<file path="config.mk">
export PLATFORM = sky130hd
export DESIGN_NAME = pad_ring_ctrl_flat
export DESIGN_NICKNAME = d
export VERILOG_FILES = /design/src/rtl/pad_ring_pkg.sv /design/src/rtl/pad_ring_ctrl_if.sv /design/src/rtl/pad_mux_slice.sv /design/src/rtl/pad_ring_ctrl.sv /design/src/flat_wrapper.sv
export SDC_FILE = /design/constraint.sdc
export NUM_CORES = 2
export LEC_CHECK = 0
export CORE_AREA = 4 4 423 425
export DETAILED_ROUTE_END_ITERATION = 7
export DIE_AREA = 0 0 427 429
export DONT_BUFFER_PORTS = 1
export GPL_ROUTABILITY_DRIVEN = 1
export SYNTH_ARGS = -nofsm -noshare
export SYNTH_HDL_FRONTEND = slang
export SYNTH_SLANG_ARGS = --single-unit
</file>
<file path="constraint.sdc">
create_clock -name clk -period 6.2 [get_ports clk]
set_clock_uncertainty 0.05 [all_clocks]
set_input_delay 0.31 -clock clk [delete_from_list [all_inputs] [get_ports clk]]
set_output_delay 0.31 -clock clk [all_outputs]
set_load 0.02 [all_outputs]
</file>
<file path="src/rtl/pad_ring_pkg.sv">
// Shared types for the pad ring controller: FSM states, pad attributes and park code.
// No logic; latency and backpressure are defined by the modules that import it.
package pad_ring_pkg;

    typedef enum logic [1:0] {
        ST_SETTLE,
        ST_IDLE,
        ST_GUARD,
        ST_COMMIT
    } state_e;

    typedef struct packed {
        logic pu;
        logic pd;
        logic cs;
        logic sl;
    } attr_t;

    localparam attr_t ATTR_RST = '{pu: 1'b0, pd: 1'b1, cs: 1'b0, sl: 1'b0};

    localparam int SEL_PARK = 0;

    // Enabling pull-up and pull-down together would fight on the pad.
    function automatic logic attr_legal(attr_t a);
        return !(a.pu && a.pd);
    endfunction

endpackage

</file>
<file path="src/rtl/pad_ring_ctrl_if.sv">
// Config port and pad/function buses of the pad ring controller.
// slave = controller side, master = chip core / pad side.
interface pad_ring_ctrl_if
    import pad_ring_pkg::*;
#(
    parameter int NUM_BIDIR = 54,
    parameter int NUM_FUNC  = 4
);
    localparam int PW  = $clog2(NUM_BIDIR);
    localparam int FW  = $clog2(NUM_FUNC + 1);
    localparam int NFB = NUM_FUNC * NUM_BIDIR;

    logic            cfg_valid;
    logic            cfg_ready;
    logic [PW-1:0]   cfg_pad;
    logic [FW-1:0]   cfg_func;
    attr_t           cfg_attr;
    logic            cfg_err;
    logic            ring_ready;

    logic [NFB-1:0]  func_out;
    logic [NFB-1:0]  func_oe;
    logic [NFB-1:0]  func_in;

    logic [NUM_BIDIR-1:0] pad_in;
    logic [NUM_BIDIR-1:0] pad_out;
    logic [NUM_BIDIR-1:0] pad_oe;
    logic [NUM_BIDIR-1:0] pad_cs;
    logic [NUM_BIDIR-1:0] pad_sl;
    logic [NUM_BIDIR-1:0] pad_ie;
    logic [NUM_BIDIR-1:0] pad_pu;
    logic [NUM_BIDIR-1:0] pad_pd;

    modport master (
        output cfg_valid, cfg_pad, cfg_func, cfg_attr,
        output func_out, func_oe, pad_in,
        input  cfg_ready, cfg_err, ring_ready, func_in,
        input  pad_out, pad_oe, pad_cs, pad_sl, pad_ie, pad_pu, pad_pd
    );

    modport slave (
        input  cfg_valid, cfg_pad, cfg_func, cfg_attr,
        input  func_out, func_oe, pad_in,
        output cfg_ready, cfg_err, ring_ready, func_in,
        output pad_out, pad_oe, pad_cs, pad_sl, pad_ie, pad_pu, pad_pd
    );

endinterface

</file>
<file path="src/rtl/pad_mux_slice.sv">
// Per-pad function mux: routes the selected function to the pad and the pad input back.
// Purely combinational (zero cycles); no backpressure.
module pad_mux_slice
    import pad_ring_pkg::*;
#(
    parameter int NUM_FUNC = 4,
    parameter int FW       = 3
) (
    input  logic [FW-1:0]       sel,
    input  logic                guard,
    input  logic                settle,
    input  logic [NUM_FUNC-1:0] func_out,
    input  logic [NUM_FUNC-1:0] func_oe,
    input  logic                pad_in,
    output logic [NUM_FUNC-1:0] func_in,
    output logic                pad_out,
    output logic                pad_oe,
    output logic                pad_ie
);

    always_comb begin
        pad_out = 1'b0;
        pad_oe  = 1'b0;
        pad_ie  = 1'b0;
        func_in = '0;
        // Codes above NUM_FUNC never reach the register, so they fall through as parked.
        if (!settle && !guard && sel != FW'(SEL_PARK)) begin
            for (int f = 0; f < NUM_FUNC; f++) begin
                if (sel == FW'(f + 1)) begin
                    pad_out    = func_out[f];
                    pad_oe     = func_oe[f];
                    pad_ie     = 1'b1;
                    func_in[f] = pad_in;
                end
            end
        end
    end

endmodule

</file>
<file path="src/rtl/pad_ring_ctrl.sv">
// Pad ring function/attribute controller with post-reset settle and parked guard on function change.
// Data path 0 cycles; config accepted only in IDLE (cfg_ready), one write in flight, bad writes pulse cfg_err.
module pad_ring_ctrl
    import pad_ring_pkg::*;
#(
    parameter int NUM_BIDIR     = 54,
    parameter int NUM_FUNC      = 4,
    parameter int SETTLE_CYCLES = 16,
    parameter int GUARD_CYCLES  = 4
) (
    input  logic            clk,
    input  logic            rst,
    pad_ring_ctrl_if.slave  bus
);

    localparam int PW   = $clog2(NUM_BIDIR);
    localparam int FW   = $clog2(NUM_FUNC + 1);
    localparam int CMAX = (SETTLE_CYCLES > GUARD_CYCLES) ? SETTLE_CYCLES : GUARD_CYCLES;
    localparam int CW   = $clog2(CMAX + 1);

    state_e                          state_q, state_d;
    logic [CW-1:0]                   cnt_q, cnt_d;
    logic                            ring_ready_q;
    logic                            err_q;

    logic [NUM_BIDIR-1:0][FW-1:0]    sel_q;
    attr_t [NUM_BIDIR-1:0]           attr_q;
    logic [NUM_BIDIR-1:0]            guard_q;

    logic [PW-1:0]                   wr_pad_q;
    logic [FW-1:0]                   wr_func_q;
    attr_t                           wr_attr_q;

    logic                            req_ok;
    logic                            take_attr;
    logic                            take_chg;
    logic                            reject;
    logic                            commit;
    logic                            settle_done;
    logic                            settle;

    assign req_ok = (int'(bus.cfg_pad) < NUM_BIDIR) &&
                    (int'(bus.cfg_func) <= NUM_FUNC) &&
                    attr_legal(bus.cfg_attr);

    always_comb begin
        state_d     = state_q;
        cnt_d       = cnt_q;
        take_attr   = 1'b0;
        take_chg    = 1'b0;
        reject      = 1'b0;
        commit      = 1'b0;
        settle_done = 1'b0;
        case (state_q)
            ST_SETTLE: begin
                if (int'(cnt_q) == SETTLE_CYCLES - 1) begin
                    state_d     = ST_IDLE;
                    cnt_d       = '0;
                    settle_done = 1'b1;
                end else begin
                    cnt_d = cnt_q + 1'b1;
                end
            end
            ST_IDLE: begin
                if (bus.cfg_valid) begin
                    if (!req_ok) begin
                        reject = 1'b1;
                    end else if (bus.cfg_func == sel_q[bus.cfg_pad]) begin
                        // Same function: attributes only, no parking gap needed.
                        take_attr = 1'b1;
                        state_d   = ST_COMMIT;
                    end else begin
                        take_chg = 1'b1;
                        cnt_d    = '0;
                        state_d  = ST_GUARD;
                    end
                end
            end
            ST_GUARD: begin
                if (int'(cnt_q) == GUARD_CYCLES - 1) begin
                    state_d = ST_COMMIT;
                    cnt_d   = '0;
                end else begin
                    cnt_d = cnt_q + 1'b1;
                end
            end
            ST_COMMIT: begin
                commit  = 1'b1;
                state_d = ST_IDLE;
            end
            default: begin
                state_d = ST_SETTLE;
                cnt_d   = '0;
            end
        endcase
    end

    always_ff @(posedge clk) begin
        if (rst) begin
            state_q      <= ST_SETTLE;
            cnt_q        <= '0;
            ring_ready_q <= 1'b0;
            err_q        <= 1'b0;
        end else begin
            state_q      <= state_d;
            cnt_q        <= cnt_d;
            ring_ready_q <= ring_ready_q | settle_done;
            err_q        <= reject;
        end
    end

    always_ff @(posedge clk) begin
        if (rst) begin
            for (int i = 0; i < NUM_BIDIR; i++) begin
                sel_q[i]  <= FW'(SEL_PARK);
                attr_q[i] <= ATTR_RST;
            end
            guard_q   <= '0;
            wr_pad_q  <= '0;
            wr_func_q <= '0;
            wr_attr_q <= ATTR_RST;
        end else begin
            if (take_attr || take_chg) begin
                wr_pad_q  <= bus.cfg_pad;
                wr_func_q <= bus.cfg_func;
                wr_attr_q <= bus.cfg_attr;
            end
            if (take_chg) begin
                guard_q[bus.cfg_pad] <= 1'b1;
            end
            if (commit) begin
                sel_q[wr_pad_q]   <= wr_func_q;
                attr_q[wr_pad_q]  <= wr_attr_q;
                guard_q[wr_pad_q] <= 1'b0;
            end
        end
    end

    assign settle         = (state_q == ST_SETTLE);
    assign bus.cfg_ready  = (state_q == ST_IDLE);
    assign bus.cfg_err    = err_q;
    assign bus.ring_ready = ring_ready_q;

    // Function-major views of the flat buses: bit [f][i] == flat bit f*NUM_BIDIR+i.
    logic [NUM_FUNC-1:0][NUM_BIDIR-1:0] fo_fm;
    logic [NUM_FUNC-1:0][NUM_BIDIR-1:0] foe_fm;
    logic [NUM_FUNC-1:0][NUM_BIDIR-1:0] fi_fm;

    assign fo_fm       = bus.func_out;
    assign foe_fm      = bus.func_oe;
    assign bus.func_in = fi_fm;

    for (genvar i = 0; i < NUM_BIDIR; i++) begin : g_pad
        logic [NUM_FUNC-1:0] fo;
        logic [NUM_FUNC-1:0] foe;
        logic [NUM_FUNC-1:0] fi;

        for (genvar f = 0; f < NUM_FUNC; f++) begin : g_fn
            assign fo[f]       = fo_fm[f][i];
            assign foe[f]      = foe_fm[f][i];
            assign fi_fm[f][i] = fi[f];
        end

        pad_mux_slice #(
            .NUM_FUNC (NUM_FUNC),
            .FW       (FW)
        ) u_slice (
            .sel      (sel_q[i]),
            .guard    (guard_q[i]),
            .settle   (settle),
            .func_out (fo),
            .func_oe  (foe),
            .pad_in   (bus.pad_in[i]),
            .func_in  (fi),
            .pad_out  (bus.pad_out[i]),
            .pad_oe   (bus.pad_oe[i]),
            .pad_ie   (bus.pad_ie[i])
        );

        assign bus.pad_pu[i] = attr_q[i].pu;
        assign bus.pad_pd[i] = attr_q[i].pd;
        assign bus.pad_cs[i] = attr_q[i].cs;
        assign bus.pad_sl[i] = attr_q[i].sl;
    end

endmodule

</file>
<file path="src/flat_wrapper.sv">
// flat-port wrapper written by rule: the top's interface ports become plain ports
module pad_ring_ctrl_flat import pad_ring_pkg::*;
#(
    parameter int NUM_BIDIR     = 54,
    parameter int NUM_FUNC      = 4,
    parameter int SETTLE_CYCLES = 16,
    parameter int GUARD_CYCLES  = 4
)
  (clk, rst, bus_cfg_valid, bus_cfg_pad, bus_cfg_func, bus_cfg_attr, bus_func_out, bus_func_oe, bus_pad_in, bus_cfg_ready, bus_cfg_err, bus_ring_ready, bus_func_in, bus_pad_out, bus_pad_oe, bus_pad_cs, bus_pad_sl, bus_pad_ie, bus_pad_pu, bus_pad_pd);
  pad_ring_ctrl_if #(.NUM_BIDIR(NUM_BIDIR), .NUM_FUNC(NUM_FUNC)) bus_i ();
  input  logic clk;
  input  logic rst;
  input wire logic [$bits(bus_i.cfg_valid)-1:0] bus_cfg_valid;
  input wire logic [$bits(bus_i.cfg_pad)-1:0] bus_cfg_pad;
  input wire logic [$bits(bus_i.cfg_func)-1:0] bus_cfg_func;
  input wire logic [$bits(bus_i.cfg_attr)-1:0] bus_cfg_attr;
  input wire logic [$bits(bus_i.func_out)-1:0] bus_func_out;
  input wire logic [$bits(bus_i.func_oe)-1:0] bus_func_oe;
  input wire logic [$bits(bus_i.pad_in)-1:0] bus_pad_in;
  output wire logic [$bits(bus_i.cfg_ready)-1:0] bus_cfg_ready;
  output wire logic [$bits(bus_i.cfg_err)-1:0] bus_cfg_err;
  output wire logic [$bits(bus_i.ring_ready)-1:0] bus_ring_ready;
  output wire logic [$bits(bus_i.func_in)-1:0] bus_func_in;
  output wire logic [$bits(bus_i.pad_out)-1:0] bus_pad_out;
  output wire logic [$bits(bus_i.pad_oe)-1:0] bus_pad_oe;
  output wire logic [$bits(bus_i.pad_cs)-1:0] bus_pad_cs;
  output wire logic [$bits(bus_i.pad_sl)-1:0] bus_pad_sl;
  output wire logic [$bits(bus_i.pad_ie)-1:0] bus_pad_ie;
  output wire logic [$bits(bus_i.pad_pu)-1:0] bus_pad_pu;
  output wire logic [$bits(bus_i.pad_pd)-1:0] bus_pad_pd;
  assign bus_i.cfg_valid = bus_cfg_valid;
  assign bus_i.cfg_pad = bus_cfg_pad;
  assign bus_i.cfg_func = bus_cfg_func;
  assign bus_i.cfg_attr = bus_cfg_attr;
  assign bus_i.func_out = bus_func_out;
  assign bus_i.func_oe = bus_func_oe;
  assign bus_i.pad_in = bus_pad_in;
  assign bus_cfg_ready = bus_i.cfg_ready;
  assign bus_cfg_err = bus_i.cfg_err;
  assign bus_ring_ready = bus_i.ring_ready;
  assign bus_func_in = bus_i.func_in;
  assign bus_pad_out = bus_i.pad_out;
  assign bus_pad_oe = bus_i.pad_oe;
  assign bus_pad_cs = bus_i.pad_cs;
  assign bus_pad_sl = bus_i.pad_sl;
  assign bus_pad_ie = bus_i.pad_ie;
  assign bus_pad_pu = bus_i.pad_pu;
  assign bus_pad_pd = bus_i.pad_pd;
  pad_ring_ctrl #(.NUM_BIDIR(NUM_BIDIR), .NUM_FUNC(NUM_FUNC), .SETTLE_CYCLES(SETTLE_CYCLES), .GUARD_CYCLES(GUARD_CYCLES)) u_core (.clk(clk), .rst(rst), .bus(bus_i));
endmodule
</file>
After elaboration in Yosys (flattened, before gate mapping)
Cells that the tools add are included.
{"block": "totals", "out_inout_bits": 597, "register_bits": 454, "wordCells": 1869, "inputBits": 502}
{"block": "op_classes", "bitwise_logic": 6, "mux": 1119, "order_cmp": 6, "addsub": 1, "eq_ne": 227, "n_reduce_logical": 229}
{"op": "two-way mux 1 bit", "count": 1041}
{"op": "equality test 3 x 2 -> 1 bit (second input constant)", "count": 108}
{"op": "two-way mux 4 bit", "count": 55}
{"op": "bitwise mux 216 bit", "count": 1}
{"op": "nonzero test 3 bit", "count": 55}
{"op": "bitwise mux 162 bit", "count": 1}
{"op": "equality test 3 x 1 -> 1 bit (second input constant)", "count": 54}
{"op": "equality test 3 bit (second input constant)", "count": 54}
{"op": "two-way mux 54 bit", "count": 3}
{"op": "logical AND 1 bit", "count": 113}
{"op": "logical NOT 1 bit", "count": 56}
{"op": "AND 54 bit", "count": 1}
{"op": "inverter 54 bit", "count": 1}
{"op": "bitwise OR 54 bit", "count": 1}
{"op": "two-way mux 5 bit", "count": 5}
{"op": "demux 4 bit (select 6 bit)", "count": 1}
{"op": "binary-select mux 3 bit (select 6 bit)", "count": 1}
{"op": "demux 3 bit (select 6 bit)", "count": 1}
{"op": "one-hot mux 5 bit (3 select lines)", "count": 1}
{"op": "less-than comparator 6 x 7 -> 1 bit (second input constant)", "count": 2}
{"op": "demux 1 bit (select 6 bit)", "count": 2}
{"op": "greater-or-equal comparator 6 x 1 -> 1 bit (second input constant)", "count": 2}
{"op": "two-way mux 2 bit", "count": 4}
{"op": "one-hot mux 2 bit (4 select lines)", "count": 1}
{"op": "other kinds (17)", "count": 24}

Logic depth before layout (Yosys ltp)
{"block": "logic_depth", "ltp_word": 11, "ltp_mapped": 14, "depth_no_buf": 9}

Modules after synthesis
Synthesis repeated with hierarchy kept, for this count alone.
{"block": "unflattened", "hier_cells": 3251, "area_unflattened_um2": 28235.8}
{"mod": "pad_ring_ctrl", "instances": 1, "cells_per_inst": 2009, "seq_area_each_um2": 9088.7, "area_per_inst_um2": 18236.2}
{"mod": "pad_mux_slice", "instances": 54, "cells_per_inst": 23, "seq_area_each_um2": 0.0, "area_per_inst_um2": 185.2}

Worst setup path before layout
No wires, ideal clock.
{"block": "synth_timing", "kind": "in2reg", "from": "input bus_cfg_pad[1]", "to": "register u_core.guard_q[10]", "t_required_ns": 6.033, "stages": 13, "n_path_buf": 4, "slack_ns": 3.507, "t_arrival_ns": 2.526, "setup_ns": 0.117, "cell_sequence": "buf_4 -> buf_6 -> nor2_1 -> buf_2 -> and3_1 -> a2111oi_0 -> o22ai_1 -> nand4b_1 -> xor2_1 -> nor3_2 -> nor2_4 -> buf_6 -> a22o_1"}
{"block": "synth_via", "elab_chain_len": 11}
{"item": "start, declared", "line_no": "flat_wrapper.sv:14", "text": "input wire logic [$bits(bus_i.cfg_pad)-1:0] bus_cfg_pad;"}
{"item": "binary-select mux 3 bit (select 6 bit)", "line_no": "pad_ring_ctrl.sv:68", "text": "end else if (bus.cfg_func == sel_q[bus.cfg_pad]) begin"}
{"item": "two-way mux 3 bit (implied by the code)", "line_no": "pad_ring_ctrl.sv:68"}
{"item": "equality test 3 bit", "line_no": "pad_ring_ctrl.sv:68"}
{"item": "two-way mux 1 bit", "line_no": "pad_ring_ctrl.sv:68"}
{"item": "two-way mux 1 bit", "line_no": "pad_ring_ctrl.sv:66", "text": "if (!req_ok) begin"}
{"item": "two-way mux 1 bit", "line_no": "pad_ring_ctrl.sv:65", "text": "if (bus.cfg_valid) begin"}
{"item": "two-way mux 1 bit", "line_no": "pad_ring_ctrl.sv:54", "text": "case (state_q)"}
{"item": "two-way mux 54 bit *", "line_no": "pad_ring_ctrl.sv:128", "text": "if (take_chg) begin"}
{"item": "two-way mux 54 bit *", "line_no": "pad_ring_ctrl.sv:113", "text": "if (rst) begin"}
{"item": "AND 54 bit (no source line)"}
{"item": "two-way mux 54 bit *", "line_no": "pad_ring_ctrl.sv:131", "text": "if (commit) begin"}
{"item": "end signal, assigned", "line_no": "pad_ring_ctrl.sv:118", "text": "guard_q <= '0;"}
{"item": "end signal, assigned by index", "line_no": "pad_ring_ctrl.sv:129", "text": "guard_q[bus.cfg_pad] <= 1'b1;"}
{"item": "end signal, assigned by index", "line_no": "pad_ring_ctrl.sv:134", "text": "guard_q[wr_pad_q] <= 1'b0;"}
{"item": "end, declared", "line_no": "pad_ring_ctrl.sv:28", "text": "logic [NUM_BIDIR-1:0] guard_q;"}
Mark *: on every way between the ends. The rest lies on a longest branch, timed or not. The select of a mux whose other input is x is not followed.
A chain may end at the register's enable or synchronous reset.

Worst setup path after layout
{"block": "layout_timing", "from": "register u_core.sel_q[90] in the netlist's numbering", "to": "register u_core.guard_q[37]"}
{"block": "layout_via", "elab_chain_len": 11}
{"item": "start, declared", "line_no": "pad_ring_ctrl.sv:26", "text": "logic [NUM_BIDIR-1:0][FW-1:0] sel_q;"}
{"item": "start signal, assigned by index", "line_no": "pad_ring_ctrl.sv:115", "text": "sel_q[i] <= FW'(SEL_PARK);"}
{"item": "start signal, assigned by index", "line_no": "pad_ring_ctrl.sv:132", "text": "sel_q[wr_pad_q] <= wr_func_q;"}
{"item": "binary-select mux 3 bit (select 6 bit) *", "line_no": "pad_ring_ctrl.sv:68"}
{"item": "two-way mux 3 bit (implied by the code) *", "line_no": "pad_ring_ctrl.sv:68"}
{"item": "equality test 3 bit *", "line_no": "pad_ring_ctrl.sv:68"}
{"item": "two-way mux 1 bit *", "line_no": "pad_ring_ctrl.sv:68"}
{"item": "two-way mux 1 bit *", "line_no": "pad_ring_ctrl.sv:66"}
{"item": "two-way mux 1 bit *", "line_no": "pad_ring_ctrl.sv:65"}
{"item": "two-way mux 1 bit *", "line_no": "pad_ring_ctrl.sv:54"}
{"item": "two-way mux 54 bit *", "line_no": "pad_ring_ctrl.sv:128"}
{"item": "two-way mux 54 bit *", "line_no": "pad_ring_ctrl.sv:113"}
{"item": "AND 54 bit (no source line)"}
{"item": "two-way mux 54 bit *", "line_no": "pad_ring_ctrl.sv:131"}
Marks and branches as above.

==> reports/results.txt <==
total track usage: 0.208
Flop pwr share: 0.418
grt met2 use: 0.376
Routed wire per std cell: 34.5 µm
run status: finished, final reports clean
total iterations of the first detailed-routing run: 6
std cell rows: 154
Root Buffer: clkbuf_16
met3 Usage GRT: 0.0551
final WL: 201 mm
antenna violations before repair: 50
Crit Reg-Reg Endpoint: u_core.guard_q[37]
count of different cell masters after synthesis: 65
DRT iter0 DRCs: 2791
slowest stage delay, CP: 0.71 ns
Slew Limit Fails: 0
worst slew pin tran: 1.32 ns
final period utilization: 0.688
grt peak-use layer: met2
max_cap viols: 0
dpl hpwl: 161 mm
slowest CP cell: nor2_4
clock sink count: 454
WP data required: 6.79 ns
RSZ-0062 raised after global routing: no
core region area: 175000 µm²
worst path arrival time: 4.85 ns
Mapped Area: 27200 µm²
Clock Power Share: 0.553
Comb pwr share: 0.029
post-synthesis sequential area ratio: 0.334
Yosys reg bits: 454
cts bufs inserted: 61
share of cells above drive strength 1: 0.115
CP Launch Type: flip-flop
Die X: 427 µm
Setup TNS: 0 ns
# H-tree levels: 2
Clk Latency, worst-skew pair: 0.70 ns
met1 usage: 0.231
Placer Congestion: 0.986
Post-layout nets: 3937
io pins: 1099
internal power: 5.20 mW
postcts setup bufs: 0
worst hold slack: 0.0858 ns
Critical path origin: u_core.sel_q[90]
fin crit period: 4.26 ns
DRC: 0
number of gates resized after cts: 0
Sw Ratio: 0.254
worst-path cell chain: mux4_2 -> nand2_1 -> a21oi_1 -> a311oi_1 -> o2111ai_1 -> xor2_1 -> nor3_2 -> nor2_4 -> buf_4 -> a22o_1
crit end category: flip-flop
Layout area overhead: 17.9%
peak supply drop: 0.000233 V
FF-to-FF Start: u_core.sel_q[90]
Finish-stage setup viols: 0
synthesized area per cell: 7.52 µm²
CTS hold repair buffers: 120
Hold EP: u_core.bus.cfg_err
Worst slew margin: 0.115
I/O Buffers: 0
Post-synth EDFFs: 0
Max Clk Rate: 235 MHz
first-pass GRT wire length: 255 mm
vias in the first global route: 24800
Post-synth ARST share: 0
Worst Path Max Fanout: 32
Pwr Density: 217 nW/µm²
LEAKAGE: 10.5 nW
FF-to-FF setup slack: 1.94 ns
HP Class: in2reg
FF-to-FF path depth: 10
HP Start: bus_cfg_pad[3]
Synth warnings: 0
Post-Synthesis Cells: 3616
Routed Antenna Nets: 0
Die Y: 429 µm
CTS tree: done
vias per inst: 4.65
global route total overflow: 0
Vias: 27200
clk buf depth: 3
final hold vios: 0
Setup Crit Path Kind: reg2reg
number of cells on the worst hold path: 3
syn_nets: 4125
Die Footprint: 183000 µm²
initial core utilization: 0.155
Net Sw Power: 1.77 mW
Worst-path clk slew: 0.06 ns
Post-synth top flop: dfxtp_1
largest net degree at the start of global routing: 361
[cell usage after synthesis, drive strengths merged (4+ instances only)]
library cell    n  share of area
ha              7         0.0032
nand2         581          0.080
nor3b           5         0.0014
a221o           8         0.0029
a211o          28         0.0090
a31oi         111          0.026
and2           57          0.013
nand3          27         0.0050
dfxtp         454           0.33
buf           209          0.055
a22o           55          0.018
o211ai          4         0.0011
mux2          127          0.053
nand3b         31         0.0086
inv            12         0.0017
nor4b          13         0.0042
mux4           10         0.0083
and3           63          0.014
mux2i         182          0.067
a221oi         12         0.0039
nor2          635          0.088
nand2b          8         0.0018
xor2           56          0.018
nor4           54          0.012
nor3          185          0.034
o22ai           6         0.0014
a22oi         117          0.032
clkbuf        233          0.032
o21ai           9         0.0017
a21oi         181          0.033
nor2b          93          0.021
[cells in the final DEF, fill, tap and decap left out, types with 9 or more instances in the layout]
cell           Yosys  layout
diode_2            0      22
dfxtp_1          454     447
mux4_2            10      10
a22o_1            55      55
and2_1            56      56
buf_4            167      67
nand3_1           27      27
nor2b_1           93      91
mux2_2           127     127
and3_1            63      63
a31oi_1          111     111
a211o_1           28      28
a22oi_1          117     117
inv_1             12      12
clkbuf_8           0       9
nand2_1          581     581
clkbuf_16          0      62
nor2_2             0      22
dlygate4sd3_1      0     118
nor2_1           634     612
inv_6              0      10
nor3_2             1      40
nand3b_1          31      31
nor4b_1           13      12
a221oi_1          12      12
a21oi_1          181     181
nor4_1            54      54
nor3_1           184     145
xor2_1            56      56
mux2i_1          182     182
[power by group through the flow]
| stage | clock network, mW | registers (mW) | logic, mW |
|---|---|---|---|
| 3_3_place_gp | 0 | 2.98 | 0.134 |
| 4_1_cts | 3.96 | 2.92 | 0.194 |
| 3_5_place_dp | 0 | 2.98 | 0.134 |
| 5_1_grt | 4.06 | 2.92 | 0.212 |
| 2_1_floorplan | 0 | 2.98 | 0.160 |
| 6_report | 3.85 | 2.92 | 0.201 |
[state kept, by name, indices dropped and copies added, names as in the netlist]
register	count
u_core.bus.cfg_err	1
u_core.bus.pad_cs	54
u_core.bus.pad_pd	54
u_core.bus.pad_pu	54
u_core.bus.pad_sl	54
u_core.bus.ring_ready	1
u_core.cnt_q	5
u_core.guard_q	54
u_core.sel_q	162
u_core.state_q	2
u_core.wr_attr_q	4
u_core.wr_func_q	3
u_core.wr_pad_q	6
[kinds of logic (layout without fill, tap and decap cells)]
kind of cell | count (synthesis) | after routing | synth area share
AND/OR/NAND/NOR | 1768 | 1768 | 0.289
AO/OA/AOI/OAI | 557 | 557 | 0.138
flip-flops | 454 | 454 | 0.334
buffers and inverters | 454 | 317 | 0.0885
multiplexers | 319 | 319 | 0.128
XOR/XNOR | 57 | 57 | 0.0184
adder cells (fa/ha/maj) | 7 | 7 | 0.00322
other | 0 | 22 | 0
[stage by stage]
step	setup slack [ns]	cell area [µm²]	utilization	power, mW	cells
2_1_floorplan	3.51	27200	-	3.14	3616
3_3_place_gp	1.31	28600	0.163	3.12	5582
3_5_place_dp	2.12	28600	0.163	3.12	5583
4_1_cts	2.08	31900	0.182	7.07	5817
5_1_grt	1.86	32000	0.183	7.19	5831
6_report	1.94	32100	0.183	6.97	5841
[layer usage]
| layer | routed length [µm] | part of all wire |
|---|---|---|
| met4 | 9110 | 0.045 |
| met1 | 73800 | 0.37 |
| met3 | 15700 | 0.078 |
| met2 | 103000 | 0.51 |
| met5 | 116 | 0.00058 |
[area by class of cell]
class	instances	area, µm²
inverters	12	45.0
multi-input cells	2708	16000
flip-flops and latches	454	9110
repair buffers	191	1810
clock inverters	36	425
fillers	19800	143000
diodes	22	55.1
clock buffers	78	1700
well taps	2340	2930
[worst max-delay path: cells and delay by family, from the launching register on]
kind | cells | cell delay (ns)
flops | 1 | 0.46
xor+xnor | 1 | 0.36
compound gates | 4 | 1.41
simple gates | 3 | 0.91
buf+inv | 1 | 0.43
mux | 1 | 0.55
[how the worst max path moves through the flow]
| stage | to |
|---|---|
| 2_1_floorplan | u_core.guard_q[10] |
| 3_3_place_gp | u_core.guard_q[39] |
| 3_5_place_dp | u_core.guard_q[1] |
| 4_1_cts | u_core.guard_q[1] |
| 5_1_grt | u_core.guard_q[1] |
| 6_report | u_core.guard_q[37] |
Power figures use the tool's default switching activity.
